<file path="config.mk">
export PLATFORM = sky130hd
export DESIGN_NAME = ps2_key_gen
export DESIGN_NICKNAME = d
export VERILOG_FILES = /design/src/rtl/ps2_pkg.sv /design/src/rtl/ps2_filter.sv /design/src/rtl/ps2_key_gen.sv
export SDC_FILE = /design/constraint.sdc
export NUM_CORES = 1
export LEC_CHECK = 0
export CORE_AREA = 2 2 75 77
export CTS_CLUSTER_DIAMETER = 60
export DETAILED_ROUTE_END_ITERATION = 12
export DIE_AREA = 0 0 77 79
export PLACE_DENSITY_LB_ADDON = 0.05
export SYNTH_ARGS = -nofsm -noshare
export SYNTH_HDL_FRONTEND = slang
export SYNTH_SLANG_ARGS = --single-unit
</file>
<file path="constraint.sdc">
create_clock -name clk_sys -period 4.4 [get_ports clk_sys]
set_clock_uncertainty 0.2 [all_clocks]
set_input_delay 1.1 -clock clk_sys [delete_from_list [all_inputs] [get_ports clk_sys]]
set_output_delay 1.1 -clock clk_sys [all_outputs]
set_load 0.02 [all_outputs]
</file>
<file path="src/rtl/ps2_pkg.sv">
`default_nettype none
// ============================================================================
//  Module      : ps2_pkg
//  Description : Shared types and constants for the PS/2 keyboard event
//                generator: frame FSM states, special byte values and
//                ps2_key field positions.
//  Revision    : 1.0 - initial release
// ============================================================================
package ps2_pkg;

    // Frame receiver states, one per serial field of a device frame
    typedef enum logic [1:0] {
        ST_IDLE   = 2'd0,
        ST_DATA   = 2'd1,
        ST_PARITY = 2'd2,
        ST_STOP   = 2'd3
    } frame_state_t;

    // Prefix bytes that qualify the next scancode
    localparam logic [7:0] c_byte_ext = 8'hE0;
    localparam logic [7:0] c_byte_rel = 8'hF0;

    // Field positions inside the packed ps2_key word
    localparam int TOGGLE  = 10;
    localparam int PRESSED = 9;
    localparam int EXT     = 8;

    // Device responses and error codes that never become key events
    function automatic logic is_drop_byte(input logic [7:0] b);
        logic drop;
        drop = 1'b0;
        case (b)
            8'hFA, 8'hAA, 8'hEE, 8'hFE, 8'hFC, 8'h00, 8'hFF: drop = 1'b1;
            default:                                          drop = 1'b0;
        endcase
        return drop;
    endfunction

endpackage
`default_nettype wire

</file>
<file path="src/rtl/ps2_filter.sv">
`default_nettype none
// ============================================================================
//  Module      : ps2_filter
//  Description : Two-flop synchronizer followed by a run-length filter. The
//                output level flips only after FILTER_LEN consecutive
//                synchronized samples disagree with it. Idles high.
//  Revision    : 1.0 - initial release
// ============================================================================
module ps2_filter #(
    parameter int FILTER_LEN = 8
) (
    input  logic clk_sys,
    input  logic reset,
    input  logic raw_i,
    output logic level_o
);

    logic       sync1_q;
    logic       sync2_q;
    logic       level_q;
    logic       level_d;
    logic [7:0] run_q;
    logic [7:0] run_d;

    // Bring the asynchronous pin into the clk_sys domain
    always_ff @(posedge clk_sys or posedge reset) begin
        if (reset) begin
            sync1_q <= 1'b1;
            sync2_q <= 1'b1;
        end else begin
            sync1_q <= raw_i;
            sync2_q <= sync1_q;
        end
    end

    // Count disagreeing samples; flip the level on the FILTER_LEN-th one
    always_comb begin
        level_d = level_q;
        run_d   = 8'd0;
        if (sync2_q != level_q) begin
            if (run_q == 8'(FILTER_LEN - 1)) begin
                level_d = sync2_q;
                run_d   = 8'd0;
            end else begin
                run_d = run_q + 8'd1;
            end
        end
    end

    // Filter state register
    always_ff @(posedge clk_sys or posedge reset) begin
        if (reset) begin
            level_q <= 1'b1;
            run_q   <= 8'd0;
        end else begin
            level_q <= level_d;
            run_q   <= run_d;
        end
    end

    assign level_o = level_q;

endmodule
`default_nettype wire

</file>
<file path="src/rtl/ps2_key_gen.sv">
`default_nettype none
// ============================================================================
//  Module      : ps2_key_gen
//  Description : Receives device-to-host PS/2 frames and packs accepted
//                scancodes into the 11-bit ps2_key event word
//                {toggle, pressed, extended, code}. Rejected or timed-out
//                frames pulse frame_err for one cycle.
//  Options     : PS2_PARITY_CHECK_EN - when defined, frames with even parity
//                over data+parity are rejected; otherwise parity is ignored.
//  Revision    : 1.0 - initial release
// ============================================================================
module ps2_key_gen
    import ps2_pkg::*;
#(
    parameter int CLK_HZ     = 25_000_000,
    parameter int TIMEOUT_US = 200,
    parameter int FILTER_LEN = 8
) (
    input  logic        clk_sys,
    input  logic        reset,
    input  logic        ps2_clk,
    input  logic        ps2_data,
    output logic [10:0] ps2_key,
    output logic        frame_err
);

    localparam int TMO_CYCLES = CLK_HZ / 1_000_000 * TIMEOUT_US;
    localparam int TMO_W      = $clog2(TMO_CYCLES + 1);

    logic             clk_f;
    logic             data_f;
    logic             clk_prev_q;
    logic             fall;
    logic             parity_ok;

    frame_state_t     state_q, state_d;
    logic [7:0]       shift_q, shift_d;
    logic [2:0]       bitcnt_q, bitcnt_d;
    logic [TMO_W-1:0] tmo_q, tmo_d;
    logic [10:0]      key_q, key_d;
    logic             err_q, err_d;
    logic             ext_q, ext_d;
    logic             rel_q, rel_d;
    logic             accept;

    ps2_filter #(.FILTER_LEN(FILTER_LEN)) u_clk_filter (
        .clk_sys (clk_sys),
        .reset   (reset),
        .raw_i   (ps2_clk),
        .level_o (clk_f)
    );

    ps2_filter #(.FILTER_LEN(FILTER_LEN)) u_data_filter (
        .clk_sys (clk_sys),
        .reset   (reset),
        .raw_i   (ps2_data),
        .level_o (data_f)
    );

    // Remember the previous filtered clock to detect its falling edge
    always_ff @(posedge clk_sys or posedge reset) begin
        if (reset) clk_prev_q <= 1'b1;
        else       clk_prev_q <= clk_f;
    end

    assign fall = clk_prev_q & ~clk_f;

`ifdef PS2_PARITY_CHECK_EN
    logic parity_q;

    // Capture the parity bit while the frame is in its parity field
    always_ff @(posedge clk_sys or posedge reset) begin
        if (reset)                              parity_q <= 1'b0;
        else if (fall && state_q == ST_PARITY)  parity_q <= data_f;
    end

    // Odd parity: data plus parity must hold an odd number of ones
    assign parity_ok = ^{shift_q, parity_q};
`else
    assign parity_ok = 1'b1;
`endif

    // Frame sequencing, timeout and byte decode
    always_comb begin
        state_d  = state_q;
        shift_d  = shift_q;
        bitcnt_d = bitcnt_q;
        tmo_d    = tmo_q;
        key_d    = key_q;
        err_d    = 1'b0;
        ext_d    = ext_q;
        rel_d    = rel_q;
        accept   = 1'b0;

        if (fall) begin
            // A clock edge always beats a simultaneous timeout
            tmo_d = '0;
            case (state_q)
                ST_IDLE: begin
                    if (!data_f) begin
                        state_d  = ST_DATA;
                        bitcnt_d = 3'd0;
                    end else begin
                        err_d = 1'b1;
                    end
                end
                ST_DATA: begin
                    shift_d = {data_f, shift_q[7:1]};
                    if (bitcnt_q == 3'd7) state_d  = ST_PARITY;
                    else                  bitcnt_d = bitcnt_q + 3'd1;
                end
                ST_PARITY: begin
                    state_d = ST_STOP;
                end
                ST_STOP: begin
                    state_d = ST_IDLE;
                    if (data_f && parity_ok) accept = 1'b1;
                    else                     err_d  = 1'b1;
                end
                default: state_d = ST_IDLE;
            endcase
        end else if (state_q != ST_IDLE) begin
            if (tmo_q == TMO_W'(TMO_CYCLES - 1)) begin
                state_d = ST_IDLE;
                err_d   = 1'b1;
                tmo_d   = '0;
            end else begin
                tmo_d = tmo_q + 1'b1;
            end
        end else begin
            tmo_d = '0;
        end

        if (err_d) begin
            ext_d = 1'b0;
            rel_d = 1'b0;
        end

        if (accept) begin
            if (shift_q == c_byte_ext) begin
                ext_d = 1'b1;
            end else if (shift_q == c_byte_rel) begin
                rel_d = 1'b1;
            end else if (is_drop_byte(shift_q)) begin
                ext_d = 1'b0;
                rel_d = 1'b0;
            end else begin
                key_d[TOGGLE]  = ~key_q[TOGGLE];
                key_d[PRESSED] = ~rel_q;
                key_d[EXT]     = ext_q;
                key_d[7:0]     = shift_q;
                ext_d          = 1'b0;
                rel_d          = 1'b0;
            end
        end
    end

    // State and output registers
    always_ff @(posedge clk_sys or posedge reset) begin
        if (reset) begin
            state_q  <= ST_IDLE;
            shift_q  <= 8'd0;
            bitcnt_q <= 3'd0;
            tmo_q    <= '0;
            key_q    <= 11'h000;
            err_q    <= 1'b0;
            ext_q    <= 1'b0;
            rel_q    <= 1'b0;
        end else begin
            state_q  <= state_d;
            shift_q  <= shift_d;
            bitcnt_q <= bitcnt_d;
            tmo_q    <= tmo_d;
            key_q    <= key_d;
            err_q    <= err_d;
            ext_q    <= ext_d;
            rel_q    <= rel_d;
        end
    end

    assign ps2_key   = key_q;
    assign frame_err = err_q;

endmodule
`default_nettype wire

</file>
* After elaboration in Yosys (flattened, before gate mapping) *
Index checks and enable logic that the tools add are counted.

operators by class
  $add $sub $neg = 4
  equal/unequal tests = 21
  muxes and demuxes = 36
  bitwise logic cells = 7
  reduce and logical (&&, ||, !) cells = 13

operators by type and width
  kind                   number
  $eq 8x8->1 const B     8
  $mux 13                3
  $mux 8                 4
  $mux 1                 19
  $add 8x1->8 const B    2
  $eq 8x3->1 const B     2
  $add 13x1->13 const B  1
  $eq 13x13->1 const B   1
  $reduce_and 4->1       3
  $mux 2                 5
  $logic_not 8->1        1
  $pmux 2 s4             1
  $reduce_bool 2->1      4
  $reduce_or 7->1        1
  $mux 3                 2
  $ne 3x3->1 const B     2
  $not 1->1              6
  $pmux 3 s2             1
  $reduce_and 2->1       3
  $eq 2x2->1 const B     2
  $ne 2x2->1 const B     2
  $add 3x1->3 const B    1
  $eq 3x3->1 const B     1
  $eq 2x1->1 const B     1
  4 further kinds        5

storage, ports and cells
  register bits after elaboration = 63
  input port bits = 4
  output and inout port bits = 12
  logic and storage cells = 98

* Logic depth before layout (Yosys ltp) *
Gate-level depths: netlist of run 1.

  depth in word-level cells = 8
  depth in mapped cells = 7
  gate-level depth less buffers = 7

* Hierarchy *
Synthesis of run 1 repeated with hierarchy kept, for this count alone.

second synthesis, totals
  cells, all modules = 259
  area total of the unflattened synthesis = 2959.1 um2

modules (own cells, without submodules)
  module       instances  cells an instance  area each (um2)  sequential area each (um2)
  ps2_key_gen  1          171                1928.1           1027.2
  ps2_filter   2          44                 515.5            279.0

* Worst setup path after synthesis of run 1 *
No wires, ideal clock.

  path type = reg-to-reg
  start = reg clk_prev_q
  end = reg key_q[1], in the netlist ps2_key[1]
  setup time = 125 ps
  arrival time = 1932 ps
  required time = 4075 ps
  path slack = 2144 ps
  stages on the path, launching flop included = 7
  buffers on the path = 1
  clock period less this slack = 2256 ps
  path through = dfstp_2 -> nor2b_1 -> buf_4 -> nand3_4 -> a31o_4 -> a311oi_4 -> mux2_2

between the ends
  word-level cells in the longest chain between the ends = 3

ends and longest elaborated chain
  what                               RTL line            RTL
  start, declared                    ps2_key_gen.sv:32   logic clk_prev_q;
  start signal, assigned             ps2_key_gen.sv:63   else clk_prev_q <= clk_f;
  $and 1x1->1                        ps2_key_gen.sv:66   assign fall = clk_prev_q & ~clk_f;
  $mux 1                             ps2_key_gen.sv:95   if (fall) begin
  $reduce_and 4->1 (no source line)  --
  end signal, assigned               ps2_key_gen.sv:174  key_q <= key_d;
  end, declared                      ps2_key_gen.sv:40   logic [10:0] key_q, key_d;

No other way between the ends.
A chain may end at the register's enable or synchronous reset.

* Worst setup path in the final report of run 1 *
Ends and elaborated chain as after synthesis.

==> results of run 1 <==
[Yosys cell counts, drive strengths merged (3+ instances only)]
library cell and n:
nor2 31, nor2b 4, and3 8, nand2 19
nor3 5, xnor2 8, mux2 19, ha 9
o21ai 6, dfstp 7, nand3 18, and2 3
dfrtp 56, nand4 3, inv 7, xor2 18
[registers in the layout, indices dropped and copies added (netlist names), 2 cells and up]
| signal | count |
|---|---|
| state_q | 2 |
| bitcnt_q | 3 |
| tmo_q | 13 |
| shift_q | 8 |
| u_clk_filter.run_q | 8 |
| ps2_key | 11 |
| u_data_filter.run_q | 8 |
[worst max-delay path, cell delays in order, from the launching register on]
cell      delay (ns)
dfstp_2         0.51
nor2b_1         0.50
nand3_4         0.16
a31o_4          0.24
a311oi_4        0.56
mux2_2          0.40
[where the power goes]
group	switching, mW	internal [mW]	total, mW
Sequential	0.0408	0.634	0.675
Combinational	0.0892	0.0620	0.151
Clock	0.204	0.231	0.435
[path summary, 6_finish.rpt]
path                                            startpoint  slack (ns)                              end  depth (start not counted)
max                                   clk_prev_q$_DFF_PP1_        1.71           ps2_key[1]$_DFFE_PP0P_                          5
min                        u_data_filter.sync1_q$_DFF_PP1_        0.16  u_data_filter.sync2_q$_DFF_PP1_                          0
max reg2reg                           clk_prev_q$_DFF_PP1_        1.71           ps2_key[1]$_DFFE_PP0P_                          5
min reg2reg                u_data_filter.sync1_q$_DFF_PP1_        0.16  u_data_filter.sync2_q$_DFF_PP1_                          0
max in group asynchronous                            reset        2.09           ps2_key[8]$_DFFE_PP0P_                          3
min in group asynchronous                            reset        1.12          bitcnt_q[0]$_DFFE_PP0P_                          2
[cells by family after synthesis]
group                      Yosys count  synth area share, %
buffers and inverters               11                1.624
xor gates and xnor gates            26                7.990
muxes                               21                8.209
DFF                                 63                55.62
adders and majority gates            9                3.951
AOI/OAI and AO/OA                   18                5.093
and+or+nand+nor                    100                17.52
[through the flow]
stage / instances / area [um2] / worst slack [ns]
2_1_floorplan: 248 / 2850 / 1.542
3_3_place_gp: 332 / 3078 / 1.660
3_5_place_dp: 332 / 3078 / 1.643
4_1_cts: 348 / 3253 / 1.686
5_1_grt: 348 / 3253 / 1.524
6_report: 348 / 3253 / 1.713
[metal layers]
layer | part of all wire (%) | track usage, % | vias up
met5 | 0 | 0 | -
met4 | 1.0 | 6.429 | 0
met1 | 50 | 22.74 | 845
li1 | - | - | 903
met3 | 3.4 | 6.250 | 5
met2 | 46 | 25.53 | 22
[layout make-up]
class | instances | share of cell area [%]
multi-input cells | 174 | 37.46
flip-flops and latches | 63 | 48.73
clock inverters | 4 | 0.6154
clock buffers | 12 | 4.769
inverters | 7 | 0.8077
repair buffers | 16 | 4.846
well taps | 72 | 2.769
==> impl_metrics.py, run 1 <==
metrics = {
    "run_status": {
        "status": "finished, final reports clean",
    },
    "die": {
        "die_area_um2": 6083,
        "core_um2": 5338,
        "initial_core_util_pct": 53.40,
        "dieWidth_um": 77,
        "ios": 16,
        "core.rowCount": 27,
        "die_h_um": 79,
    },
    "timing": {
        "setup_viol": 0,
        "finalSetupTns_ns": 0,
        "period_share_pct": 61.07,
        "fmax_ghz": 0.3722,
        "worstMarginPinSlew_ns": 1.049,
        "max_slew_margin_pct": 30.08,
        "hold_viol_final": 0,
        "layout_min_cycle_time_ns": 2.687,
        "holdWs_ns": 0.1555,
        "rsz0062_at_grt": "false",
        "maxSlewViolCount": 0,
    },
    "clock_network": {
        "cts_hold_buf": 0,
        "cts_max_path_buffers": 2,
        "cts_tree": "done",
        "htreeDepth": 3,
        "cts_resized": 0,
        "cts_buffers": 9,
        "clock_sinks": 63,
        "clockRootBuffer": "clkbuf_8",
        "clkTransAtPathRegs_ns": 0.06,
        "cts_setup_buffers": 0,
        "clk_latency_ns": 0.33,
    },
    "routing": {
        "drt_iter0_markers": 98,
        "routed_wl_mm": 4.459,
        "via_per_inst": 5.101,
        "antenna_left": 0,
        "first_pass_iters": 4,
        "routedWlPerCell_um": 12.81,
        "vias": 1775,
        "drc": 0,
    },
    "hold_path": {
        "min_path_type": "reg2reg",
    },
    "pwr": {
        "p_total_mw": 1.262,
        "p_per_area_nw_per_um2": 387.8,
        "vdd_drop_max_v": 0.0002651,
        "power.leakage_nw": 1.494,
    },
    "placement": {
        "gp_congestion": 0.7760,
        "dp_hpwl_mm": 3.036,
        "port_buffers": 15,
    },
    "synth": {
        "yosys.cell_types.count": 39,
        "synth-edff-count": 0,
        "synthesis.area_um2": 2850,
        "async_flop_share_pct": 100.0,
        "seq_area_frac_synth_pct": 55.62,
        "synth_area_leader_cell": "dfrtp_1",
        "dominantRegCellSynth": "dfrtp_1",
        "syn_area_per_cell_um2": 11.49,
        "synth.top_cell.area_share_pct": 49.17,
        "yosysWarnings": 0,
        "synth-seq-cells": 63,
        "syn-instance-count": 248,
        "synth_fp_nets": 261,
        "synthTopCellsByArea": "dfrtp_1 (49%), mux2_2 (7.1%), dfstp_2 (6.5%)",
    },
    "global_routing": {
        "grt_pass1_wl_mm": 8.045,
        "grt_max_degree": 53,
        "gr-usage-all-layers_pct": 17.01,
        "grt_pass1_vias": 1766,
        "antenna_found_initial": 0,
        "grt.overflow.total": 0,
    },
    "final_layout": {
        "syn2layout_area_growth_pct": 14.14,
        "drive_gt1_share_pct": 16.30,
        "nets": 284,
        "diodes": 0,
        "most-common-layout-cells": "dfrtp_1 (56), nor2_1 (31), nand2_1 (19), mux2_2 (18), xor2_1 (18)",
        "final_common_cell": "dfrtp_1",
        "final_util_pct": 60.95,
        "fillers": 455,
        "seqCellArea_um2": 1585,
        "multi_input_area_um2": 1219,
    },
    "worst_setup_path": {
        "cp-start-kind": "flip-flop",
        "cp.arrival_ns": 2.70,
        "crit_type": "reg2reg",
        "critPathRequiredTime_ns": 4.42,
        "critPathCaptureType": "flip-flop",
        "path_max_fanout": 10,
    },
    "job": {
        "max_cap_violations": 0,
    },
}
Note: power is estimated with default switching activity, not from simulation.
==> inputs of run 2 (changes only) <==
- CORE_AREA: 2 2 75 77 -> 2 2 77 79
- DIE_AREA: 0 0 77 79 -> 0 0 79 81
- clock period: 4.4 -> 2.3 ns (I/O delays scaled with it)
==> impl_metrics.py, run 2 (synthesis gave the netlist of run 1 again) <==
metrics = {
    "hold_path": {
        "min_path_type": "reg2reg",
        "whs_path_depth": 0,
    },
    "clock_network": {
        "clk_latency_ns": 0.33,
        "cts_setup_buffers": 0,
        "clkTransAtPathRegs_ns": 0.06,
        "cts_max_path_buffers": 2,
        "htreeDepth": 3,
        "cts_hold_buf": 0,
        "clock_sinks": 63,
        "clockRootBuffer": "clkbuf_8",
        "cts_tree": "done",
        "cts_buffers": 9,
    },
    "routing": {
        "antenna_left": 0,
        "routed_wl_mm": 4.579,
        "first_pass_iters": 4,
        "via_per_inst": 5.101,
        "vias": 1826,
        "drc": 0,
        "routedWlPerCell_um": 12.79,
        "drt_iter0_markers": 104,
    },
    "timing": {
        "period_share_pct": 95.10,
        "finalSetupTns_ns": 0,
        "rsz0062_at_grt": "false",
        "maxSlewViolCount": 0,
        "worstMarginPinSlew_ns": 0.4291,
        "hold_viol_final": 0,
        "max_slew_margin_pct": 71.17,
        "layout_min_cycle_time_ns": 2.187,
        "setup_viol": 0,
        "fmax_ghz": 0.4572,
    },
    "worst_setup_path": {
        "critPathRequiredTime_ns": 2.31,
        "crit_type": "reg2reg",
        "cp.arrival_ns": 2.20,
        "critPathCaptureType": "flip-flop",
        "r2r_setup_slack_ns": 0.11,
        "reg2regPathDepth": 6,
        "cp-start-kind": "flip-flop",
        "path_max_fanout": 10,
    },
    "run_status": {
        "status": "finished, final reports clean",
    },
    "pwr": {
        "power.leakage_nw": 1.518,
        "power_frac_seq_pct": 53.6,
        "vdd_drop_max_v": 0.0004527,
        "p_clk_share_pct": 33.4,
        "p_per_area_nw_per_um2": 726.5,
        "p_sw_uw": 643.4,
        "p_sw_share_pct": 26.68,
        "p_int_mw": 1.768,
        "p_comb_share_pct": 13.0,
    },
    "global_routing": {
        "grt_max_degree": 64,
        "antenna_found_initial": 0,
        "grt.overflow.total": 0,
        "grt_pass1_vias": 1733,
        "gr-usage-all-layers_pct": 16.23,
        "grt_pass1_wl_mm": 7.969,
    },
    "die": {
        "core_um2": 5675,
        "die_h_um": 81,
        "initial_core_util_pct": 50.22,
        "die_area_um2": 6399,
        "ios": 16,
        "core.rowCount": 28,
        "dieWidth_um": 79,
    },
    "final_layout": {
        "layout.cells.non_filler": 358,
        "syn2layout_area_growth_pct": 16.46,
        "nets": 291,
        "most-common-layout-cells": "dfrtp_1 (56), nor2_1 (31), nand2_1 (19), mux2_2 (18), xor2_1 (18)",
        "diodes": 0,
        "final_common_cell": "dfrtp_1",
        "drive_gt1_share_pct": 17.67,
        "largest_reg_flops": 13,
        "regMostFlops": "tmo_q",
    },
    "job": {
        "max_cap_violations": 0,
    },
    "placement": {
        "dp.cells": 342,
        "dp_hpwl_mm": 3.024,
        "port_buffers": 15,
        "gp_congestion": 0.7563,
    },
}
-- run 2: final timing paths --
kind / startpoint / endpoint
max in group asynchronous: reset / u_clk_filter.sync2_q$_DFF_PP1_
hold reg to reg: u_data_filter.sync1_q$_DFF_PP1_ / u_data_filter.sync2_q$_DFF_PP1_
setup reg to reg: clk_prev_q$_DFF_PP1_ / ps2_key[1]$_DFFE_PP0P_
setup / recovery: clk_prev_q$_DFF_PP1_ / ps2_key[1]$_DFFE_PP0P_
min in group asynchronous: reset / bitcnt_q[2]$_DFFE_PP0P_
hold / removal: u_data_filter.sync1_q$_DFF_PP1_ / u_data_filter.sync2_q$_DFF_PP1_
-- run 2: metrics by stage --
stage / hold slack, ns / worst slack, ns / total power, mW / utilization (%) / area (um2)
after floorplan: 0.1452 / 0.04377 / 1.538 / - / 2854
after global placement: 0.1463 / 0.08613 / 1.622 / 55.51 / 3151
after detailed placement: 0.1495 / 0.04038 / 1.625 / 55.51 / 3151
after CTS: 0.1597 / 0.03557 / 2.449 / 58.36 / 3312
after global routing: 0.1658 / 0.04480 / 2.550 / 58.49 / 3319
final: 0.1543 / 0.1128 / 2.412 / 58.49 / 3319
-- run 2: power by group through the flow --
stage          logic, mW  clock network, mW  registers [mW]
2_1_floorplan      0.243                  0            1.29
3_3_place_gp       0.313                  0            1.31
3_5_place_dp       0.311                  0            1.31
4_1_cts            0.318              0.838            1.29
5_1_grt            0.356              0.885            1.31
6_report           0.313              0.806            1.29
-- run 2: what timing repair did --
action,in CTS,in global routing
endpoints found under the hold margin,0,0
resized for setup,0,2
setup endpoints to repair,0,11
-- run 2: cell type report --
type / instances / area [um2]
clock inverters: 1 / 5.005
flip-flops and latches: 63 / 1585
well taps: 75 / 93.84
multi-input cells: 174 / 1226
repair buffers: 23 / 222.7
clock buffers: 15 / 156.4
inverters: 7 / 30.03
fillers: 496 / 2356
-- run 2: worst max-delay path, cell delays in order (launching register included) --
cell      delay, ns
dfstp_2        0.51
nor2b_2        0.19
nand3_4        0.12
a31o_4         0.23
a311oi_4       0.24
buf_4          0.22
mux2_2         0.35
-- run 2: metal layers --
metal | routed length, um | share of wire [%] | track usage (%)
met5 | 0 | 0 | 0
met4 | 125 | 2.7 | 9.310
met3 | 134 | 2.9 | 4.333
met2 | 1990 | 43 | 23.22
met1 | 2329 | 51 | 22.35
==> inputs of run 3 (changes only) <==
- SLEW_MARGIN: default -> 20
- TNS_END_PERCENT: default -> 50
==> results of run 3 <==
Final layout, timing and power as in run 2 (identical DEF).
